$ cat src/rtl/output_deskew.sv
// Output deskew for the systolic array: delays lane i by S-1-i cycles so every
// lane of a beat appears together, then registers the aligned beat with frame tracking.
module output_deskew #(
  parameter int N = 2,
  parameter int S = 4
) (
  input  logic                   clk,
  input  logic                   rst,
  input  logic                   clear,
  input  logic                   in_valid,
  input  logic [S*N-1:0]         D,
  output logic [S*N-1:0]         Q,
  output logic                   out_valid,
  output logic                   out_last,
  output logic [$clog2(S)-1:0]   beat_cnt
);

  localparam int CW = $clog2(S);
  localparam logic [CW-1:0] LAST_BEAT = CW'(S - 1);

  logic [S*N-1:0] aligned;
  logic [S-2:0]   vsr;
  logic [S-2:0]   vsr_nxt;
  logic           dv;

  for (genvar i = 0; i < S; i++) begin : g_lane
    localparam int DEPTH = S - 1 - i;
    logic [N-1:0] lane_in;
    assign lane_in = D[S*N-1-i*N -: N];

    if (DEPTH == 0) begin : g_pass
      assign aligned[S*N-1-i*N -: N] = lane_in;
    end else begin : g_dly
      logic [DEPTH*N-1:0] dly;
      logic [DEPTH*N-1:0] dly_nxt;
      if (DEPTH == 1) begin : g_one
        assign dly_nxt = lane_in;
      end else begin : g_many
        assign dly_nxt = {dly[(DEPTH-1)*N-1:0], lane_in};
      end
      // Lane data is free-running: only rst clears it, clear leaves it alone.
      always_ff @(posedge clk) begin
        if (rst) dly <= '0;
        else     dly <= dly_nxt;
      end
      assign aligned[S*N-1-i*N -: N] = dly[DEPTH*N-1 -: N];
    end
  end

  if (S == 2) begin : g_vsr_one
    assign vsr_nxt = in_valid;
  end else begin : g_vsr_many
    assign vsr_nxt = {vsr[S-3:0], in_valid};
  end

  assign dv = vsr[S-2];

  always_ff @(posedge clk) begin
    if (rst) begin
      vsr       <= '0;
      Q         <= '0;
      out_valid <= 1'b0;
      out_last  <= 1'b0;
      beat_cnt  <= '0;
    end else if (clear) begin
      // A beat maturing in the clear cycle is dropped and Q keeps its old value.
      vsr       <= '0;
      out_valid <= 1'b0;
      out_last  <= 1'b0;
      beat_cnt  <= '0;
    end else begin
      vsr       <= vsr_nxt;
      out_valid <= dv;
      out_last  <= dv && (beat_cnt == LAST_BEAT);
      if (dv) begin
        Q        <= aligned;
        beat_cnt <= (beat_cnt == LAST_BEAT) ? '0 : beat_cnt + 1'b1;
      end
    end
  end

endmodule
$ cat config.mk
export PLATFORM = sky130hd
export DESIGN_NAME = output_deskew
export DESIGN_NICKNAME = d
export VERILOG_FILES = /design/src/rtl/output_deskew.sv
export SDC_FILE = /design/constraint.sdc
export NUM_CORES = 1
export LEC_CHECK = 0
export ABC_AREA = 1
export CAP_MARGIN = 30
export CELL_PAD_IN_SITES_DETAIL_PLACEMENT = 1
export CELL_PAD_IN_SITES_GLOBAL_PLACEMENT = 2
export CORE_AREA = 2 2 64 72
export DETAILED_ROUTE_END_ITERATION = 8
export DIE_AREA = 0 0 66 74
export PLACE_DENSITY = 0.74
export SLEW_MARGIN = 20
export SYNTH_ARGS = -nofsm -noshare
export SYNTH_HDL_FRONTEND = slang
export SYNTH_SLANG_ARGS = --single-unit
$ cat constraint.sdc
create_clock -name clk -period 0.9 [get_ports clk]
set_clock_uncertainty 0.2 [all_clocks]
set_input_delay 0.18 -clock clk [delete_from_list [all_inputs] [get_ports clk]]
set_output_delay 0.18 -clock clk [all_outputs]
set_load 0.005 [all_outputs]
==> metrics, run 1 <==
outcome=complete, but fails checks; failing checks=setup timing; hold buffers post-CTS=0; placed cell areas=around 1300 µm²; final setup fails=24; PortBufs=23; gr usage total=0.0936; Post-synth EDFFs=0; capturing point of the worst reg2reg path=beat_cnt[1]; Max Freq=~900 MHz; critical path startpoint category=flop; largest net degree at the start of global routing=17; register clock-pin slew on the reported worst setup and hold paths=around 0.090 ns; Worst Setup Slack, final=-0.205 ns; P&R area growth vs syn=64.0%; Post-DP HPWL=~1.4 mm; Final Cycle Share=1.23; WP data arrival=1.12 ns; Critical Path End Type=flop; Vias=just under 800; worst reg2reg startpoint=beat_cnt[0]; kind of critical path=flop to flop; Multi-input gate area=around 330 µm²; Tightest Pin Transition=roughly 0.2 ns; Cells after Synth=between 100 and 150; Area contributors post-synth=dfxtp_1 (58%), nor2_1 (13%), inv_1 (9.7%); Critical Path RT=about 0.91 ns; Clock Sinks=27; grt ovf=0; Post-Layout Inst Area=about 1500 µm²; post-layout min period=about 1.1 ns; register area=558 µm²; Cell Pwr Density=between 1000 and 1500 nW/µm²; Post-Syn Area per Cell=approximately 8 µm²; WL final=around 2.1 mm; Post-Syn Area=between 900 and 1000 µm²; share of cells above drive strength 1=0.420; worst hold path type=primary input to flop; number of global-route vias before repair=about 800; worst-case reg-to-reg path depth=4; LEAKAGE=0.662 nW; yosys warns=0; H-Tree Level Count=1; Synth cell types=13; register area share after synthesis=0.583; Ports=24; Die Span Y=approximately 74 µm; drc violations=0; r2r setup slk=-0.21 ns; Power, Total=0.00208 W; main flop type after synthesis=dfxtp_1; flops & latches, synth=27; vias per inst=between 3 and 4; crit path max fanout=2; Hold Path Depth=5; Post-synth top cells=nor2_1 (33), dfxtp_1 (27), inv_1 (24); Post-DRT Antenna Nets=0; row cnt=25; post-synth top area share=0.583; most common cell in the netlist=nor2_1; wire per inst=about 10 µm; Layout fillers=514; Core Box Area=approximately 4200 µm²; CTS root buf=clkbuf_8; ANT cells=0; drt initial violations=26; syn_nets=between 100 and 150; worst hold path startpoint=clear; Die X-Extent=approximately 66 µm; Slew Limit Fails=0; Final Non-Filler Cells=approximately 210; Post-synth ARST share=0; endpoints failing hold=0; clock tree buffer depth=2; max_cap viols=0; post-synth top area cell=dfxtp_1; RePlAce Congestion=about 0.66; Max VDD drop=0.824 mV; number of antenna violations at the first check in global routing=0; CTS tree=built; Placed Cells=approximately 200; Endpoint, Worst Hold=Q[7]; die area=just under 5000 µm²; first-pass iteration count of the detailed router=4; worst skew pair latency=approximately 0.27 ns; global-route wire length before repair=3.46 mm; RSZ-0062 raised after global routing=yes; total CTS buffers=3; layout net count=roughly 170; Initial Util=0.221; Slew headroom=0.866
area by class of cell:
type	count	share of cell area
timing repair inverter	1	0.00494
inverter	27	0.0716
multi-input combinational	60	0.220
timing repair buffer	38	0.260
clock inverter	1	0.00494
tap	54	0.0444
clock buffer	3	0.0272
sequential	27	0.367
where the power goes:
| group | total, W | internal (W) | switching, W |
|---|---|---|---|
| sequential | 0.00123 | 0.00122 | 0.00000847 |
| clock | 0.000699 | 0.000314 | 0.000385 |
| combinational | 0.000151 | 0.0000753 | 0.0000757 |
| total | 0.00208 | 0.00161 | 0.000469 |
placed cells by master (no fill, tap or decap), types with 3 or more instances in the layout:
cell type / n
nor2_1: 33
inv_1: 23
dfxtp_1: 15
buf_6: 13
dfxtp_2: 11
clkdlybuf4s50_1: 9
buf_4: 9
nand2_1: 8
nand3_2: 7
nand2_2: 4
inv_4: 3
clkbuf_8: 3
sequential cells by signal (all words and copies together) (netlist names):
name and cells:
Q 8, beat_cnt 2, g_lane.g_dly.dly 12, out_last 1
out_valid 1, vsr 3
metal layers:
| metal | part of all wire | track usage |
|---|---|---|
| met4 | 0.011 | 0.0340 |
| met3 | 0.047 | 0.0363 |
| met2 | 0.49 | 0.164 |
| met1 | 0.45 | 0.103 |
| met5 | 0 | 0 |
what timing repair did:
action                                  4_1_cts  5_1_grt
gates resized for setup                      68       19
pin swaps                                     5        9
hold endpoints to repair                      0        0
endpoints found under the setup margin       39       27
gates cloned                                  2        0
setup buffers                                 3        1
per-stage QoR:
step	TNS (ns)	hold WS [ns]	setup slack [ns]	util
after floorplan	-0.348	0.0487	-0.0832	-
after global placement	-14.77	0.189	-0.510	0.319
after detailed placement	-15.21	0.196	-0.511	0.319
after CTS	-4.63	0.197	-0.221	0.341
after global routing	-5.30	0.162	-0.261	0.363
final	-4.18	0.137	-0.205	0.363
cell families (layout without fill, tap and decap cells):
group,Yosys count,count (layout),synth area share
AO/OA/AOI/OAI,2,2,0.0108
flip-flops,27,27,0.583
buffers and inverters,30,70,0.135
adder cells (fa/ha/maj),1,1,0.0135
AND/OR/NAND/NOR,57,57,0.258
worst max-delay path, stage by stage, from the launching register on:
cell and delay [ns]:
dfxtp_2 0.34, buf_6 0.12, ha_4 0.25, nand2_2 0.04, a21oi_2 0.10
how the worst max path moves through the flow:
stage	startpoint	to	slack, ns	cells after the start
2_1_floorplan	beat_cnt[0]	beat_cnt[0]	-0.08	4
6_report	beat_cnt[0]	beat_cnt[1]	-0.21	4
4_1_cts	beat_cnt[0]	beat_cnt[1]	-0.22	4
5_1_grt	vsr[2]	Q[2]	-0.26	4
3_3_place_gp	clear	beat_cnt[1]	-0.51	4
3_5_place_dp	clear	beat_cnt[1]	-0.51	4
No activity file was read; power rests on OpenSTA's default activity.
==> run 2, diff against run 1 <==
--- a/config.mk
+++ b/config.mk
@@ -9,9 +9,9 @@
 export CAP_MARGIN = 30
 export CELL_PAD_IN_SITES_DETAIL_PLACEMENT = 1
 export CELL_PAD_IN_SITES_GLOBAL_PLACEMENT = 2
-export CORE_AREA = 2 2 64 72
+export CORE_AREA = 8 8 70 78
 export DETAILED_ROUTE_END_ITERATION = 8
-export DIE_AREA = 0 0 66 74
+export DIE_AREA = 0 0 78 86
 export PLACE_DENSITY = 0.74
 export SLEW_MARGIN = 20
 export SYNTH_ARGS = -nofsm -noshare
==> metrics, run 2 (synthesis gave the netlist of run 1 again) <==
outcome=complete, but fails checks; failing checks=setup timing; layout net count=178 (+4.1%); commonest non-fill, non-tap cell in the layout=nor2_1; global-route wire length before repair=3.97 mm (+15%); worst-case reg-to-reg path depth=4 (unchanged); crit path max fanout=2 (unchanged); Reg with most FFs=g_lane.g_dly.dly; max reg flops=12 (unchanged); WL final=2.36 mm (+14%); Worst Setup Slack, final=-0.221 ns (-0.0159 ns); Tightest Pin Transition=0.208 ns (+0.00735 ns); CTS tree=built; capturing point of the worst reg2reg path=beat_cnt[1]; Core Box Area=4190 µm² (unchanged); worst reg2reg startpoint=beat_cnt[0]; post-layout min period=1.12 ns (+0.0159 ns); RSZ-0062 raised after global routing=yes; Sw Ratio=0.220 (-0.00526); Die Span Y=86 µm (+16%); Slew Limit Fails=0 (unchanged); worst hold path type=flop to flop; Clock Sinks=27 (unchanged); Post-Place Setup Slack=-0.542 ns (-0.0309 ns); Flop pwr share=0.596 (+0.005); wire per inst=10.8 µm (+11%); Critical Path RT=0.52 ns (-0.39 ns); Slew headroom=0.861 (-0.00492); ANT cells=0 (unchanged); Final Cycle Share=1.25 (+0.0177); register clock-pin slew on the reported worst setup and hold paths=0.10 ns (about the same); Layout fillers=514 (unchanged); gr usage total=0.0741 (-0.0194); setup TNS=-4.23 ns (-0.0454 ns); endpoints failing hold=0 (unchanged); wl on met1=1.06 mm (+14%); Ports=24 (unchanged); WP data arrival=0.74 ns (-0.38 ns); first-pass iteration count of the detailed router=4 (unchanged); H-Tree Level Count=1 (unchanged); Hold Path Depth=2 (-3); kind of critical path=flop to primary output; largest net degree at the start of global routing=16 (-1); grt ovf=0 (unchanged); row cnt=25 (unchanged); clock network fraction of design power=0.332 (-0.005); P&R area growth vs syn=63.6%; commonest cells after routing, fill and taps aside=nor2_1 (31), inv_1 (23), buf_4 (19); Comb power frac=0.072 (about the same); total CTS buffers=3 (unchanged); CTS root buf=clkbuf_8; clock tree buffer depth=2 (unchanged); RePlAce Congestion=0.680 (+2.5%); Sw Pwr=0.000454 W (-3.2%); worst hold path startpoint=g_lane[1].g_dly.dly[0]; vias per inst=3.76 (+0.22%); crit-path leading delay family=flip-flops; PortBufs=23 (unchanged); Critical Path End Type=primary output; share of cells above drive strength 1=0.421 (about the same); max_cap viols=0 (unchanged); number of global-route vias before repair=898 (+12%); Die X-Extent=78 µm (+18%); final setup fails=24 (unchanged); worst skew pair latency=0.27 ns (about the same); max incr delay on CP=0.35 ns (about the same); largest registers=g_lane.g_dly.dly x12, Q x8, vsr x3; drt initial violations=16 (-38%); hold buffers post-CTS=0 (unchanged); r2r setup slk=-0.21 ns (about the same); drc violations=0 (unchanged); routed wire length on met3=93 µm (-5.1%); Cell Pwr Density=1360 nW/µm² (-0.63%); WL met2=1.19 mm (+17%); CP max-delay cell=dfxtp_2; Crit path buffers/inverters=1 (unchanged); LEAKAGE=0.700 nW (+5.8%); P_int=0.00161 W (-0.20%); Endpoint, Worst Hold=g_lane[1].g_dly.dly[2]; Initial Util=0.221 (unchanged); Max VDD drop=0.557 mV (-32%); Vias=819 (+3.5%); number of antenna violations at the first check in global routing=0 (unchanged); Post-DP HPWL=1.74 mm (+24%); Power, Total=0.00206 W (-0.87%); register area=557 µm² (-0.22%); Multi-input gate area=325 µm² (-2.6%); Post-DRT Antenna Nets=0 (unchanged); max layer used=met4; die area=6710 µm² (+37%); critical path startpoint category=flop; crit path cell chain=buf_2; Max Freq=892 MHz (-1.4%)
==> run 2: changes by cell type in the layout (fill, tap and decap cells not counted), sizes merged <==
cell and change:
buf +8, clkinvlp -2, clkbuf -1, clkinv +1, dlygate4sd2 +1
==> run 2: worst max path at each step <==
stage / from / endpoint / slack [ns] / depth (start not counted)
after floorplan: beat_cnt[0] / beat_cnt[0] / -0.08 / 4
after global placement: clear / Q[3] / -0.47 / 5
after detailed placement: clear / Q[4] / -0.54 / 5
after CTS: beat_cnt[1] / beat_cnt[1] / -0.23 / 1
after global routing: vsr[2] / beat_cnt[0] / -0.26 / 5
final: beat_cnt[1] / beat_cnt[1] / -0.22 / 1
==> run 2: layout make-up <==
type	instances	share of cell area
repair buffers	46	0.271
clock buffers	3	0.0272
well taps	54	0.0446
multi-input cells	60	0.215
inverters	27	0.0718
flip-flops and latches	27	0.367
clock inverters	1	0.00330
==> run 2: power groups by stage <==
stage | registers (W) | clock network [W] | logic (W)
floorplan | 0.00126 | 0 | 0.0000676
global placement | 0.00126 | 0 | 0.000141
detailed placement | 0.00126 | 0 | 0.000148
CTS | 0.00123 | 0.000723 | 0.000150
global route | 0.00123 | 0.000794 | 0.000168
finish | 0.00123 | 0.000683 | 0.000149
==> run 2: metal layers <==
| metal | vias up | GRT usage |
|---|---|---|
| li1 | 427 | - |
| met1 | 372 | 0.0835 |
| met2 | 18 | 0.127 |
| met3 | 2 | 0.0220 |
| met4 | 0 | 0.0304 |
| met5 | - | 0 |
==> run 2: through the flow <==
| stage | cell area, µm² | hold WS [ns] | std cells | utilization |
|---|---|---|---|---|
| 2_1_floorplan | 980 | 0.0487 | 117 | - |
| 3_3_place_gp | 1370 | 0.188 | 207 | 0.327 |
| 3_5_place_dp | 1370 | 0.201 | 207 | 0.327 |
| 4_1_cts | 1440 | 0.207 | 215 | 0.344 |
| 5_1_grt | 1520 | 0.219 | 218 | 0.362 |
| 6_report | 1520 | 0.196 | 218 | 0.362 |
==> run 2: worst reg2reg max path, cell delays in order, from the launching register on <==
cell	delay [ns]
dfxtp_2	0.34
buf_6	0.12
ha_4	0.25
nand2_2	0.04
a21oi_1	0.10
==> run 2: timing repair <==
action	CTS	global route
pin swaps	12	9
buffers inserted	4	3
setup endpoints to repair	39	24
gates resized for setup	70	9
==> run 3, diff against run 2 <==
--- a/config.mk
+++ b/config.mk
@@ -13,6 +13,7 @@
 export DETAILED_ROUTE_END_ITERATION = 8
 export DIE_AREA = 0 0 78 86
 export PLACE_DENSITY = 0.74
+export RECOVER_POWER = 100
 export SLEW_MARGIN = 20
 export SYNTH_ARGS = -nofsm -noshare
 export SYNTH_HDL_FRONTEND = slang
==> metrics, run 3 (synthesis gave the netlist of run 1 again) <==
WP data arrival=0.74 ns (about the same); Hold Slack=0.196 ns (+0.0000930 ns); Placed Cells=207 (unchanged); Reg with most FFs=g_lane.g_dly.dly; worst-case reg-to-reg path depth=4 (unchanged); critical path startpoint category=flop; share of cells above drive strength 1=0.415 (-0.00610); hold buffers post-CTS=0 (unchanged); RSZ-0062 raised after global routing=yes; global-route wire length before repair=3.97 mm (unchanged); max reg flops=12 (unchanged); critical path depth=1 (unchanged); clock network fraction of design power=0.332 (about the same); commonest non-fill, non-tap cell in the layout=nor2_1; Clock Sinks=27 (unchanged); clock tree buffer depth=2 (unchanged); commonest cells after routing, fill and taps aside=nor2_1 (31), inv_1 (23), buf_4 (17); wire per inst=10.9 µm (about the same); Sw Ratio=0.221 (+0.000396); drt initial violations=14 (-2); die area=6710 µm² (unchanged); H-Tree Level Count=1 (unchanged); outcome=complete, but fails checks; number of antenna violations at the first check in global routing=0 (unchanged); grt ovf=0 (unchanged); Slew headroom=0.822 (-0.0384); Max Freq=892 MHz (about the same); post-layout min period=1.12 ns (-0.0000460 ns); CTS root buf=clkbuf_8; Cell Pwr Density=1360 nW/µm² (+0.26%); Comb power frac=0.071 (about the same); Post-DRT Antenna Nets=0 (unchanged); P_int=0.00160 W (-0.21%); max_cap viols=0 (unchanged); CP max-delay cell=dfxtp_2; endpoints failing hold=0 (unchanged); total CTS buffers=3 (unchanged); Max VDD drop=0.552 mV (-0.94%); vias per inst=3.75 (-0.12%); CTS tree=built; worst skew pair latency=0.27 ns (about the same); crit path max fanout=2 (unchanged); Initial Util=0.221 (unchanged); drc violations=0 (unchanged); Slew Limit Fails=0 (unchanged); Vias=818 (-0.12%); Post-DP HPWL=1.74 mm (unchanged); final setup fails=24 (unchanged); Critical Path End Type=primary output; Final Cycle Share=1.25 (about the same); row cnt=25 (unchanged); Die X-Extent=78 µm (unchanged); Worst Setup Slack, final=-0.221 ns (+0.0000460 ns); register clock-pin slew on the reported worst setup and hold paths=0.10 ns (about the same); Hold Path Depth=2 (unchanged); LEAKAGE=0.696 nW (-0.61%); crit-path leading delay family=flip-flops; first-pass iteration count of the detailed router=3 (-1); Core Box Area=4190 µm² (unchanged); kind of critical path=flop to primary output; setup TNS=-4.26 ns (-0.0281 ns); failing checks=setup timing; layout net count=178 (unchanged); PortBufs=23 (unchanged); Tightest Pin Transition=0.266 ns (+0.0581 ns); WL final=2.37 mm (about the same); max incr delay on CP=0.35 ns (about the same); Flop pwr share=0.597 (about the same); RePlAce Congestion=0.680 (unchanged); Crit path buffers/inverters=1 (unchanged); Ports=24 (unchanged); P&R area growth vs syn=62.9%; largest net degree at the start of global routing=16 (unchanged); crit path cell chain=buf_2; Layout fillers=514 (unchanged); gr usage total=0.0741 (unchanged); worst hold path type=flop to flop; number of global-route vias before repair=898 (unchanged); Die Span Y=86 µm (unchanged); Critical Path RT=0.52 ns (about the same); ANT cells=0 (unchanged); largest registers=g_lane.g_dly.dly x12, Q x8, vsr x3; Sw Pwr=0.000454 W (about the same); Final Non-Filler Cells=218 (unchanged)
[run 3: path summary, 6_finish.rpt]
path,startpoint,to,slack (ns)
max,beat_cnt[1],beat_cnt[1],-0.22
min,g_lane[1].g_dly.dly[0],g_lane[1].g_dly.dly[2],0.20
max reg2reg,beat_cnt[0],beat_cnt[1],-0.21
min reg2reg,g_lane[1].g_dly.dly[0],g_lane[1].g_dly.dly[2],0.20
[run 3: power groups by stage]
stage / logic (W) / registers, W / clock network [W]
6_report: 0.000146 / 0.00123 / 0.000683
5_1_grt: 0.000165 / 0.00123 / 0.000794
4_1_cts: 0.000150 / 0.00123 / 0.000723
3_5_place_dp: 0.000148 / 0.00126 / 0
3_3_place_gp: 0.000141 / 0.00126 / 0
2_1_floorplan: 0.0000676 / 0.00126 / 0
[run 3: layer usage]
metal | track usage | vias up | routed length [µm]
met3 | 0.0220 | 2 | 93
met4 | 0.0304 | 0 | 17
met5 | 0 | - | 0
met1 | 0.0835 | 371 | 1060
li1 | - | 427 | -
met2 | 0.127 | 18 | 1200
[run 3: cell type report]
| cell class | count | area [µm²] | share of cell area |
|---|---|---|---|
| clock inverters | 1 | 5.00 | 0.00331 |
| well taps | 54 | 67.6 | 0.0447 |
| flip-flops and latches | 27 | 557 | 0.369 |
| multi-input cells | 60 | 325 | 0.215 |
| inverters | 27 | 109 | 0.0721 |
| clock buffers | 3 | 41.3 | 0.0273 |
| repair buffers | 46 | 405 | 0.268 |
[run 3: repair_timing]
item                                    in CTS  in global routing
pin swaps                                   12                  9
endpoints found under the setup margin      39                 24
buffers inserted                             4                  3
resized for setup                           70                  9
[run 3: stage by stage]
step	utilization	setup slack, ns	instance area, µm²	total power [W]
6_report	0.360	-0.221	1510	0.00206
5_1_grt	0.360	-0.264	1510	0.00219
4_1_cts	0.344	-0.229	1440	0.00210
3_5_place_dp	0.327	-0.542	1370	0.00141
3_3_place_gp	0.327	-0.472	1370	0.00140
2_1_floorplan	-	-0.0832	980	0.00132
